==> src/rtl/vram_slot_arbiter_if.sv <==
// Bus bundle between the video timing/BG fetcher/CPU side and the VRAM slot arbiter.
// The arbiter takes the slave view; the surrounding system, or a bench, takes the master view.
interface vram_slot_arbiter_if #(
  parameter int ADDR_W = 13,
  parameter int DATA_W = 8
);
  logic              ce_pix;
  logic [8:0]        hcount;
  logic              hb;
  logic              vb;
  logic [ADDR_W-1:0] bg_addr;
  logic [DATA_W-1:0] bg_data;
  logic              bg_valid;
  logic [1:0]        bg_phase;
  logic              cpu_req;
  logic              cpu_we;
  logic [ADDR_W-1:0] cpu_addr;
  logic [DATA_W-1:0] cpu_din;
  logic [DATA_W-1:0] cpu_dout;
  logic              cpu_ack;
  logic              cpu_wait;
  logic [ADDR_W-1:0] ram_addr;
  logic              ram_we;
  logic [DATA_W-1:0] ram_din;
  logic [DATA_W-1:0] ram_dout;

  modport slave (
    input  ce_pix, hcount, hb, vb, bg_addr,
    input  cpu_req, cpu_we, cpu_addr, cpu_din, ram_dout,
    output bg_data, bg_valid, bg_phase,
    output cpu_dout, cpu_ack, cpu_wait,
    output ram_addr, ram_we, ram_din
  );

  modport master (
    output ce_pix, hcount, hb, vb, bg_addr,
    output cpu_req, cpu_we, cpu_addr, cpu_din, ram_dout,
    input  bg_data, bg_valid, bg_phase,
    input  cpu_dout, cpu_ack, cpu_wait,
    input  ram_addr, ram_we, ram_din
  );
endinterface

==> src/rtl/vram_slot_arbiter.sv <==
// Time-slot arbiter sharing one synchronous VRAM port between the BG tile fetcher and the CPU.
// Even pixel slots in active display belong to BG; all other slots go to a pending CPU request.
module vram_slot_arbiter #(
  parameter int ADDR_W = 13,
  parameter int DATA_W = 8
) (
  input  logic               clk,
  input  logic               reset,
  vram_slot_arbiter_if.slave bus
);

  typedef enum logic [1:0] {
    IDLE = 2'd0,
    RAM  = 2'd1,
    CAP  = 2'd2
  } state_t;

  state_t state, state_next;

  logic owner_bg;
  logic owner_we;
  logic served;
  logic cpu_pending;
  logic bg_slot;
  logic grant_bg;
  logic grant_cpu;
  logic capture;

  // Only hcount[2:0] matters for slot ownership and fetch phase.
  logic unused_hcount;
  assign unused_hcount = &{1'b0, bus.hcount[8:3]};

  // served blocks a held request from being granted a second time.
  assign cpu_pending  = bus.cpu_req & ~served;
  assign bg_slot      = ~bus.hcount[0] & ~bus.hb & ~bus.vb;
  assign bus.cpu_wait = cpu_pending;

  always_ff @(posedge clk or posedge reset) begin
    if (reset) begin
      state <= IDLE;
    end else begin
      // NOTE: every register uses <= so all flops sample pre-edge values, as real hardware does.
      state <= state_next;
    end
  end

  always_comb begin
    // NOTE: defaults first, so no path through the case leaves a signal unassigned (no latch).
    state_next = state;
    grant_bg   = 1'b0;
    grant_cpu  = 1'b0;
    capture    = 1'b0;
    case (state)
      IDLE: begin
        if (bus.ce_pix) begin
          if (bg_slot) begin
            grant_bg = 1'b1;
          end else if (cpu_pending) begin
            grant_cpu = 1'b1;
          end
          if (grant_bg || grant_cpu) begin
            state_next = RAM;
          end
        end
      end
      RAM: state_next = CAP;
      CAP: begin
        capture    = 1'b1;
        state_next = IDLE;
      end
      default: state_next = IDLE;
    endcase
  end

  always_ff @(posedge clk or posedge reset) begin
    if (reset) begin
      bus.ram_addr <= '0;
      bus.ram_we   <= 1'b0;
      bus.ram_din  <= '0;
      bus.bg_data  <= '0;
      bus.bg_phase <= 2'd0;
      bus.bg_valid <= 1'b0;
      bus.cpu_dout <= '0;
      bus.cpu_ack  <= 1'b0;
      owner_bg     <= 1'b0;
      owner_we     <= 1'b0;
      served       <= 1'b0;
    end else begin
      // Write enable lives only in the RAM cycle; the next grant is at least one cycle away.
      bus.ram_we   <= grant_cpu & bus.cpu_we;
      bus.bg_valid <= capture & owner_bg;
      bus.cpu_ack  <= capture & ~owner_bg;

      if (grant_bg) begin
        bus.ram_addr <= bus.bg_addr;
        bus.bg_phase <= bus.hcount[2:1];
        owner_bg     <= 1'b1;
        owner_we     <= 1'b0;
      end

      if (grant_cpu) begin
        bus.ram_addr <= bus.cpu_addr;
        bus.ram_din  <= bus.cpu_din;
        owner_bg     <= 1'b0;
        owner_we     <= bus.cpu_we;
      end

      if (capture) begin
        if (owner_bg) begin
          bus.bg_data <= bus.ram_dout;
        end else if (!owner_we) begin
          bus.cpu_dout <= bus.ram_dout;
        end
      end

      if (capture && !owner_bg) begin
        served <= 1'b1;
      end else if (!bus.cpu_req) begin
        served <= 1'b0;
      end
    end
  end

endmodule

==> src/flat_wrapper.sv <==
// flat-port wrapper written by rule: the top's interface ports become plain ports
module vram_slot_arbiter_flat 
#(
  parameter int ADDR_W = 13,
  parameter int DATA_W = 8
)
  (clk, reset, bus_ce_pix, bus_hcount, bus_hb, bus_vb, bus_bg_addr, bus_cpu_req, bus_cpu_we, bus_cpu_addr, bus_cpu_din, bus_ram_dout, bus_bg_data, bus_bg_valid, bus_bg_phase, bus_cpu_dout, bus_cpu_ack, bus_cpu_wait, bus_ram_addr, bus_ram_we, bus_ram_din);
  vram_slot_arbiter_if #(.ADDR_W(ADDR_W), .DATA_W(DATA_W)) bus_i ();
  input  logic clk;
  input  logic reset;
  input wire logic [$bits(bus_i.ce_pix)-1:0] bus_ce_pix;
  input wire logic [$bits(bus_i.hcount)-1:0] bus_hcount;
  input wire logic [$bits(bus_i.hb)-1:0] bus_hb;
  input wire logic [$bits(bus_i.vb)-1:0] bus_vb;
  input wire logic [$bits(bus_i.bg_addr)-1:0] bus_bg_addr;
  input wire logic [$bits(bus_i.cpu_req)-1:0] bus_cpu_req;
  input wire logic [$bits(bus_i.cpu_we)-1:0] bus_cpu_we;
  input wire logic [$bits(bus_i.cpu_addr)-1:0] bus_cpu_addr;
  input wire logic [$bits(bus_i.cpu_din)-1:0] bus_cpu_din;
  input wire logic [$bits(bus_i.ram_dout)-1:0] bus_ram_dout;
  output wire logic [$bits(bus_i.bg_data)-1:0] bus_bg_data;
  output wire logic [$bits(bus_i.bg_valid)-1:0] bus_bg_valid;
  output wire logic [$bits(bus_i.bg_phase)-1:0] bus_bg_phase;
  output wire logic [$bits(bus_i.cpu_dout)-1:0] bus_cpu_dout;
  output wire logic [$bits(bus_i.cpu_ack)-1:0] bus_cpu_ack;
  output wire logic [$bits(bus_i.cpu_wait)-1:0] bus_cpu_wait;
  output wire logic [$bits(bus_i.ram_addr)-1:0] bus_ram_addr;
  output wire logic [$bits(bus_i.ram_we)-1:0] bus_ram_we;
  output wire logic [$bits(bus_i.ram_din)-1:0] bus_ram_din;
  assign bus_i.ce_pix = bus_ce_pix;
  assign bus_i.hcount = bus_hcount;
  assign bus_i.hb = bus_hb;
  assign bus_i.vb = bus_vb;
  assign bus_i.bg_addr = bus_bg_addr;
  assign bus_i.cpu_req = bus_cpu_req;
  assign bus_i.cpu_we = bus_cpu_we;
  assign bus_i.cpu_addr = bus_cpu_addr;
  assign bus_i.cpu_din = bus_cpu_din;
  assign bus_i.ram_dout = bus_ram_dout;
  assign bus_bg_data = bus_i.bg_data;
  assign bus_bg_valid = bus_i.bg_valid;
  assign bus_bg_phase = bus_i.bg_phase;
  assign bus_cpu_dout = bus_i.cpu_dout;
  assign bus_cpu_ack = bus_i.cpu_ack;
  assign bus_cpu_wait = bus_i.cpu_wait;
  assign bus_ram_addr = bus_i.ram_addr;
  assign bus_ram_we = bus_i.ram_we;
  assign bus_ram_din = bus_i.ram_din;
  vram_slot_arbiter #(.ADDR_W(ADDR_W), .DATA_W(DATA_W)) u_core (.clk(clk), .reset(reset), .bus(bus_i));
endmodule
==> config.mk <==
export PLATFORM = sky130hd
export DESIGN_NAME = vram_slot_arbiter_flat
export DESIGN_NICKNAME = d
export VERILOG_FILES = /design/src/rtl/vram_slot_arbiter_if.sv /design/src/rtl/vram_slot_arbiter.sv /design/src/flat_wrapper.sv
export SDC_FILE = /design/constraint.sdc
export NUM_CORES = 1
export LEC_CHECK = 0
export ABC_AREA = 0
export CORE_MARGIN = 4
export CORE_UTILIZATION = 39
export DETAILED_ROUTE_END_ITERATION = 10
export PLACE_DENSITY = 0.79
export SYNTH_ARGS = -nofsm -noshare
export SYNTH_HDL_FRONTEND = slang
export SYNTH_SLANG_ARGS = --single-unit
export TNS_END_PERCENT = 30
==> constraint.sdc <==
create_clock -name clk -period 2 [get_ports clk]
set_input_delay 0.6 -clock clk [delete_from_list [all_inputs] [get_ports clk]]
set_output_delay 0.6 -clock clk [all_outputs]
set_load 0.03 [all_outputs]
## Yosys cells after proc, flatten, opt, wreduce, memory -nomap -nowiden

Index checks and enable logic that the tools add are counted.

| storage, ports and cells | value |
|---|---|
| flip-flop bits (word level) | 47 |
| latch bits | 0 |
| bits in writable memories | 0 |
| ROM bits | 0 |
| input port bits | 58 |
| output and inout port bits | 43 |
| logic and storage cells | 60 |
| memories | 0 |

| cells by class | value |
|---|---|
| add/sub/neg operators | 0 |
| multipliers | 0 |
| divide/modulo/power cells | 0 |
| magnitude comparators | 0 |
| eq/ne operators | 5 |
| shift operators | 0 |
| mux-type cells | 23 |
| bitwise gates (word level) | 12 |
| reduce and logical (&&, ||, !) cells | 8 |

Operators with widths:

| cell | number |
|---|---|
| 2-to-1 mux 13 bit | 2 |
| 2-to-1 mux 1 bit | 18 |
| bitwise AND 1 bit | 6 |
| inverter 1 bit | 6 |
| 2-to-1 mux 2 bit | 2 |
| != test 2 x 1 -> 1 bit, second input constant | 2 |
| case mux 2 bit (2 select lines) | 1 |
| AND reduction 2 bit | 2 |
| AND reduction 3 bit | 1 |
| equality test 2 x 1 -> 1 bit, second input constant | 1 |
| equality test 2 bit, second input constant | 1 |
| logical NOT 2 bit | 1 |
| != test 2 bit, second input constant | 1 |
| nonzero test 2 bit | 1 |
| logical AND 1 bit | 1 |
| logical NOT 1 bit | 1 |
| logical OR 1 bit | 1 |

## Logic depth before layout (Yosys ltp)

| depth | value |
|---|---|
| depth after elaboration | 10 |
| mapped depth | 5 |

## Worst setup path before layout

No wires, ideal clock.

| timing | value |
|---|---|
| path type | input port to flip-flop |
| start point | in bus_ce_pix |
| end point | reg u_core.bus.ram_din[0] |
| library setup time | 125 ps |
| arrival | 1632 ps |
| data required time | 1875 ps |
| slack | 243 ps |
| stages on the path | 3 |
| path buffers | 0 |
| cell sequence | or3b_4 nor3_4 mux2_2 |

| on the way | value |
|---|---|
| word-level cells in the longest chain between the ends | 2 |

RTL lines:

| item | line | text |
|---|---|---|
| from (decl) | flat_wrapper.sv:11 | `input wire logic [$bits(bus_i.ce_pix)-1:0] bus_ce_pix;` |
| 2-to-1 mux 1 bit | vram_slot_arbiter.sv:55 | `if (bus.ce_pix) begin` |
| 2-to-1 mux 1 bit | vram_slot_arbiter.sv:53 | `case (state)` |
| to (signal assigned) | vram_slot_arbiter.sv:103 | `bus.ram_din <= bus.cpu_din;` |
| to (decl) | vram_slot_arbiter_if.sv:32 | `output ram_addr, ram_we, ram_din` |

Every way passes these cells.
A chain may end at the register's enable or synchronous reset.

## Final worst setup path

| timing | value |
|---|---|
| start point | reg u_core.bus.ram_addr[8] |
| end point | out bus_ram_addr[8] |

RTL lines:

| item | line | text |
|---|---|---|
| from (decl) | vram_slot_arbiter_if.sv:32 |  |
| from (signal assigned) | vram_slot_arbiter.sv:95 | `bus.ram_addr <= bus.bg_addr;` |
| from (signal assigned) | vram_slot_arbiter.sv:102 | `bus.ram_addr <= bus.cpu_addr;` |
| to (decl) | flat_wrapper.sv:27 | `output wire logic [$bits(bus_i.ram_addr)-1:0] bus_ram_addr;` |

No word-level cell between the ends.

==> impl_metrics.env <==
export IMPL_yosys_area_top_type_share=0.596
export IMPL_power_mw=4.12
export IMPL_fin_nets=309
export IMPL_timing_fmax_mhz=513
export IMPL_timing_final_crit_period_ns=1.95
export IMPL_hpwl_um=4070
export IMPL_ys_ff_latch=47
export IMPL_ioPinCount=101
export IMPL_comb_power_share=0.506
export IMPL_synth_cells=142
export IMPL_yosysMostFrequentCell="dfrtp_1"
export IMPL_first_iter_violations=29
export IMPL_grt_pass1_wl_um=8470
export IMPL_avgSynthCellArea_um2=13.9
export IMPL_cp_start_kind="flop"
export IMPL_worst_path_max_fanout=2
export IMPL_gp_congestion=0.729
export IMPL_core_area_um2=4820
export IMPL_clkPwrFrac=0.131
export IMPL_ctsHoldBuffers=0
export IMPL_finalCritPeriodShare=0.974
export IMPL_ys_seq_area_frac=0.596
export IMPL_final_max_slew_violation_count=0
export IMPL_ys_warnings_count=0
export IMPL_final_setup_viol_count=0
export IMPL_ys_top_cells_by_area="dfrtp_1, mux2_2, a2bb2oi_1"
export IMPL_crit_path_end="bus_ram_addr[8]"
export IMPL_dieArea_um2=6260
export IMPL_seqCellArea_um2=1180
export IMPL_num_antenna_cells=0
export IMPL_root_buffer="clkbuf_8"
export IMPL_cts_buffers=5
export IMPL_fill_cells=400
export IMPL_num_rows=25
export IMPL_cts_tree="done"
export IMPL_cp_depth=1
export IMPL_r2r_slack_ns=0.31
export IMPL_synth_edf_count=0
export IMPL_area_growth_pct=62.9
export IMPL_grt_use_total=0.176
export IMPL_synthArstFlopShare=1.00
export IMPL_cp_end_kind="output pin"
export IMPL_hold_violations=0
export IMPL_worst_pin_slew_ns=0.459
export IMPL_min_delay_start="u_core.served"
export IMPL_layout_drive_gt1_share=0.226
export IMPL_status="finished clean"
export IMPL_r2r_start="u_core.state[0]"
export IMPL_clockBufferDepth=2
export IMPL_clk_pin_slew_ns=0.09
export IMPL_maxSlewHeadroom=0.693
export IMPL_internal_power_mw=2.55
export IMPL_wl_per_cell_um=16.3
export IMPL_netSwitchingFraction=0.380
export IMPL_wl_um=5210
export IMPL_clock_latency_ns=0.29
export IMPL_power_leakage_nw=1.34
export IMPL_overflow=0
export IMPL_power_density_nw_per_um2=1280
export IMPL_yosys_area_top_type="dfrtp_1"
export IMPL_finish_utilization=0.668
export IMPL_antenna_found_initial=0
export IMPL_multiInputGateArea_um2=744
export IMPL_syn_area_um2=1970
export IMPL_path_delay_family="buffers and inverters"
export IMPL_synth_ff_type="dfrtp_1"
export IMPL_numPlacedInstances=310
export IMPL_power_switching_mw=1.57
export IMPL_setup_ws_ns=0.0517
export IMPL_yosys_top_cells_count="dfrtp_1, mux2_2, a2bb2oi_1, o31ai_1, or4_1"
export IMPL_rsz0062_at_grt="false"
export IMPL_stdcell_count=319
export IMPL_grt_max_degree=18
export IMPL_first_global_vias=1712
export IMPL_dr_pass1_iters=4
export IMPL_die_w_um=79.2
export IMPL_dpl_cell_area_um2=3120
export IMPL_cts_sinks=47
export IMPL_r2r_cells=3
export IMPL_drc_errors=0
export IMPL_hold_path_class="reg2reg"
export IMPL_synth_nets=200
export IMPL_design_area_um2=3220
export IMPL_ys_types=24
export IMPL_crit_chain="clkdlybuf4s50_1"
export IMPL_critPathKind="reg2out"
export IMPL_die_y_um=79.2
export IMPL_seqPwrFrac=0.363
export IMPL_vias_per_cell=4.87
export IMPL_required_ns=1.40
export IMPL_crit_slowest_cell="clkdlybuf4s50_1"
export IMPL_max_cap_viol_count=0
export IMPL_crit_start="u_core.bus.ram_addr[8]"
export IMPL_skew_ns=0.00864
export IMPL_slowest_delay_ns=0.69
export IMPL_critPathArrivalTime_ns=1.35
export IMPL_io_buffers=94
export IMPL_hold_depth=1
export IMPL_num_vias=1552
export IMPL_cts_max_level=2
export IMPL_antenna_left=0
export IMPL_place_ws_ns=-0.257
export IMPL_cp_num_buf_inv=1
export IMPL_worstReg2RegEnd="u_core.bus.cpu_dout[3]"
export IMPL_initial_core_util=0.410
export IMPL_vdd_drop_max_v=0.000949
-- power by group through the flow --
| stage | Combinational [mW] | Clock, mW | Sequential [mW] |
|---|---|---|---|
| final | 2.08 | 0.540 | 1.49 |
| after CTS | 2.11 | 0.554 | 1.50 |
| after floorplan | 0.454 | 0 | 2.18 |
| after detailed placement | 2.10 | 0 | 1.51 |
| after global routing | 2.19 | 0.608 | 1.55 |
| after global placement | 2.07 | 0 | 1.49 |
-- sequential cells by signal, indices dropped and copies added, names as in the netlist --
| register | flops |
|---|---|
| u_core.bus.bg_phase | 2 |
| u_core.served | 1 |
| u_core.bus.cpu_dout | 8 |
| u_core.bus.bg_data | 8 |
| u_core.owner_we | 1 |
| u_core.bus.bg_valid | 1 |
| u_core.bus.cpu_ack | 1 |
| u_core.state | 2 |
| u_core.bus.ram_addr | 13 |
| u_core.owner_bg | 1 |
| u_core.bus.ram_we | 1 |
| u_core.bus.ram_din | 8 |
-- routing by layer --
layer  up-vias  wire, µm  GRT usage
met5         -         0          0
met4         0        23     0.0430
met2        49      2790      0.304
met1       745      2100      0.215
li1        756         -          -
met3         2       296     0.0533
-- cells in the final DEF, fill, tap and decap left out, drive strengths merged --
master / count
o21bai: 1
nand2: 2
or4: 13
dlymetal6s2s: 2
and2: 1
o31ai: 13
or3: 1
nor3: 2
or3b: 1
o21ai: 1
a21o: 1
nand3b: 1
clkinv: 1
clkdlybuf4s50: 91
buf: 18
and4: 1
mux2: 26
dfrtp: 47
inv: 4
a2bb2oi: 13
a21oi: 1
clkbuf: 7
nand2b: 1
nor3b: 2
nor2b: 1
-- cell families (layout without fill, tap and decap cells) --
group	after synthesis	in the layout	share of synthesized area
simple gates	26	26	0.101
buf+inv	13	123	0.0298
mux	26	26	0.148
flops	47	47	0.596
compound gates	30	30	0.125
-- final cells by class --
class	instances	share of cell area
clock buffer	7	0.0237
clock inverter	1	0.00156
sequential	47	0.366
timing repair buffer	111	0.347
multi-input combinational	82	0.231
tap	67	0.0261
inverter	4	0.00467
-- worst min path at each step --
stage	to	slack, ns
after detailed placement	u_core.bus.cpu_ack	0.48
after global placement	u_core.served	0.45
after floorplan	u_core.bus.cpu_ack	0.44
after CTS	u_core.bus.cpu_ack	0.49
final	u_core.served	0.49
after global routing	u_core.served	0.51
-- stage by stage --
step	setup TNS [ns]	hold WS (ns)
3_5_place_dp	-5.13	0.481
5_1_grt	0	0.514
2_1_floorplan	0	0.443
3_3_place_gp	-5.08	0.454
4_1_cts	0	0.493
6_report	0	0.492
-- what timing repair did --
item                       4_1_cts  5_1_grt
buffers inserted                 1        0
cloned                           0        0
resized for setup                1        4
setup endpoints to repair        1        4
pin swaps                        0        0
Power figures use the tool's default switching activity.
